`config.mk`:
```
export PLATFORM = sky130hd
export DESIGN_NAME = d74ls138_sch_flat
export DESIGN_NICKNAME = d
export VERILOG_FILES = /design/src/rtl/d74ls138_sch_if.sv /design/src/rtl/d74ls138_sch.sv /design/src/flat_wrapper.sv
export SDC_FILE = /design/constraint.sdc
export NUM_CORES = 1
export LEC_CHECK = 0
export CORE_AREA = 3 3 40 42
export DETAILED_ROUTE_END_ITERATION = 10
export DIE_AREA = 0 0 43 45
export SYNTH_ARGS = -nofsm -noshare
export SYNTH_HDL_FRONTEND = slang
export SYNTH_SLANG_ARGS = --single-unit
export TNS_END_PERCENT = 100
```
`constraint.sdc`:
```
create_clock -name clk -period 1 [get_ports clk]
set_clock_uncertainty 0.1 [all_clocks]
set_input_delay 0.1 -clock clk [delete_from_list [all_inputs] [get_ports clk]]
set_output_delay 0.1 -clock clk [all_outputs]
set_load 0.01 [all_outputs]
```
`src/rtl/d74ls138_sch_if.sv`:
```
// d74ls138_sch_if: select/enable inputs and active-low decoded outputs of the 3-to-8 decoder.
interface d74ls138_sch_if;
    logic       A;
    logic       B;
    logic       C;
    logic       G;
    logic       G2A;
    logic       G2B;
    logic [7:0] Y;
    modport master (output A, B, C, G, G2A, G2B, input Y);
    modport slave (input A, B, C, G, G2A, G2B, output Y);
endinterface

```
`src/rtl/d74ls138_sch.sv`:
```
// d74ls138_sch: registered 74LS138-style 3-to-8 decoder with active-low outputs.
module d74ls138_sch (
    input  logic             clk,
    input  logic             rst,
    d74ls138_sch_if.slave    bus
);
    logic       en;
    logic [2:0] sel;
    logic [7:0] y_d;
    logic [7:0] y_q;
    always_comb begin
        en  = bus.G & ~bus.G2A & ~bus.G2B;
        sel = {bus.C, bus.B, bus.A};
        y_d = en ? ~(8'd1 << sel) : 8'hFF;
    end
    always_ff @(posedge clk or posedge rst) begin
        if (rst) y_q <= 8'hFF;
        else     y_q <= y_d;
    end
    assign bus.Y = y_q;
endmodule

```
`src/flat_wrapper.sv`:
```
// flat-port wrapper written by rule: the top's interface ports become plain ports
module d74ls138_sch_flat 
  (clk, rst, bus_A, bus_B, bus_C, bus_G, bus_G2A, bus_G2B, bus_Y);
  d74ls138_sch_if bus_i ();
  input  logic clk;
  input  logic rst;
  input wire logic [$bits(bus_i.A)-1:0] bus_A;
  input wire logic [$bits(bus_i.B)-1:0] bus_B;
  input wire logic [$bits(bus_i.C)-1:0] bus_C;
  input wire logic [$bits(bus_i.G)-1:0] bus_G;
  input wire logic [$bits(bus_i.G2A)-1:0] bus_G2A;
  input wire logic [$bits(bus_i.G2B)-1:0] bus_G2B;
  output wire logic [$bits(bus_i.Y)-1:0] bus_Y;
  assign bus_i.A = bus_A;
  assign bus_i.B = bus_B;
  assign bus_i.C = bus_C;
  assign bus_i.G = bus_G;
  assign bus_i.G2A = bus_G2A;
  assign bus_i.G2B = bus_G2B;
  assign bus_Y = bus_i.Y;
  d74ls138_sch u_core (.clk(clk), .rst(rst), .bus(bus_i));
endmodule
```
==> reports/qor.txt <==
Syn Area/Cell - 13.8 um2
worst-path maximum fanout - 1
Remaining DRCs - 0
Port Buf Inserts - 15
top cells by count, synth - dfstp_2 (8), nand2_1 (6), nor2b_1 (2)
most frequent cell after synthesis - dfstp_2
Synth top area share - 69.1%
GPL Wtd Cong - 0.762
failing checks - setup timing
Setup WS post-layout - -0.0802 ns
period utilization - 108%
largest cells by area after synthesis - dfstp_2 (69%), nor4b_4 (7.8%), nand2_1 (7.4%)
crit path kind - reg2out
final core utilization - 40.9%
via count - 247
worst path cell trace - buf_6
FMAX - 0.926 GHz
antenna viol nets, final - 0
number of I/O pins - 16
CTS root buffer - clkbuf_4
Die X-Extent - 43 um
synthesized flop and latch total - 8
Clock Path Buffers - 2
Slew Viols, Final - 0
# diodes - 0
total chip power - 632 uW
DRT Wirelength - 608 um
VDD IR-drop max - 0.461 mV
CTS tree - built
EDFF count, synth - 0
die height - 45 um
Hold Path Class - in2reg
gr usage total - 7.58%
1st-pass router iterations - 2
leakage power - 0.229 nW
DR vias/cell - 4.33
ys flop type - dfstp_2
CP bufs+invs - 1
DP Worst Slack - -0.256 ns
H-Tree Level Count - 1
drt wl/cell - 10.7 um
Post-Synthesis Cells - 22
slew margin rel. - 79.0%
Seq/Total Area, Yosys - 69.1%
vias in the first global route - 248
family with the most delay on the worst path - flip-flops
Crit. Startpoint - u_core.bus.Y[2]
final setup TNS - -0.465 ns
Num Clock Sinks - 8
WP data required - 0.80 ns
largest net degree at the start of global routing - 9
post-synthesis net count - 30
Setup-failing EPs final - 8
Starting Density - 23.7%
critical path's slowest cell - dfstp_2
measured slew at the worst slew-check pin - 0.313 ns
layout cells sized above 1 - 54.8%
unrepaired setup endpoints after global routing - true
ys async rst share - 100%
status - finished, violations left
CTS Hold Buffers Added - 0
max-cap violations - 0
P per Cell Area - 1200 mW/mm2
clk slew on worst S/H paths - 0.05 ns
Crit. End Element - output port
Final min period - 1.08 ns
initial antenna violation count - 0
Worst EP arrival - 0.88 ns
synth unique cells - 9
Synth area leader - dfstp_2
mapped cell area - 304 um2
hold slack - 0.0696 ns
area added between synthesis and finish - 72.8%
core box area - 0.00128 mm2
Num CTS Buffers - 3
fin nets - 52
Hold Crit Start - bus_G2A
number of cell rows - 13
GRT overflow - 0
Largest register FFs - 8
Ys Warns - 0
first-pass GRT wire length - 966 um
First DRT Iteration DRCs - 1
Critical Path Max Stage Delay - 0.53 ns
Die ar. - 0.00194 mm2
startpoint types - register
final hold vios - 0
dpl hpwl - 491 um
## power by group
part,leakage [nW],internal (mW),switching (mW),total (mW)
combinational,0.131,0.0421,0.0283,0.0704
sequential,0.0842,0.331,0.00146,0.333
clock,0.0138,0.136,0.0929,0.229
total,0.229,0.510,0.123,0.632
## through the flow
step	cell area [um2]	std cells
floorplan	304	22
global placement	488	54
detailed placement	488	54
CTS	520	57
global route	526	57
finish	526	57
## path summary, 6_finish.rpt
| kind | end | depth (start not counted) | slack, ns |
|---|---|---|---|
| worst max-delay path | bus_Y[2] | 1 | -0.08 |
| worst min-delay path | u_core.bus.Y[1] | 3 | 0.07 |
| max in group asynchronous | u_core.bus.Y[7] | 2 | 0.54 |
| min in group asynchronous | u_core.bus.Y[6] | 2 | 0.23 |
## routing by layer
layer  vias to the layer above  share of wire, %  GRT usage [%]
met3                         2                11           3.19
met1                       115                37           6.72
met5                         -                 0              0
met4                         0               3.8           9.04
li1                        113                 -              -
met2                        17                48           12.0
## area by class of cell
class	instances	area (um2)
fillers	121	759
flip-flops and latches	8	210
repair buffers	17	180
multi-input cells	13	90.1
clock buffers	3	22.5
well taps	15	18.8
inverters	1	3.75
## worst min-delay path: stages
cell and delay (ns):
dlymetal6s2s_1 0.14, nor4b_4 0.08, nand2_1 0.05
## cell families (layout without fill, tap and decap cells)
| group | Yosys count | count (layout) | share of synthesized area [%] |
|---|---|---|---|
| buffers and inverters | 1 | 21 | 1.23 |
| flip-flops | 8 | 8 | 69.1 |
| AND/OR/NAND/NOR | 13 | 13 | 29.6 |
## what timing repair did
action,4_1_cts,5_1_grt
pin swaps,0,1
buffers inserted,0,0
setup endpoints to repair,8,13
resized for setup,40,2
## layout by cell type, fill, tap and decap left out
master and count:
nor4b_4 1, nor2b_1 2, dlymetal6s2s_1 2, buf_4 2, inv_1 1, buf_6 8, nand2_1 6, clkdlybuf4s50_1 5
dfstp_2 8, and4bb_1 1, nand3_2 1, nor2_1 1, clkbuf_4 3, nand3_1 1
Power figures use the tool's default switching activity.
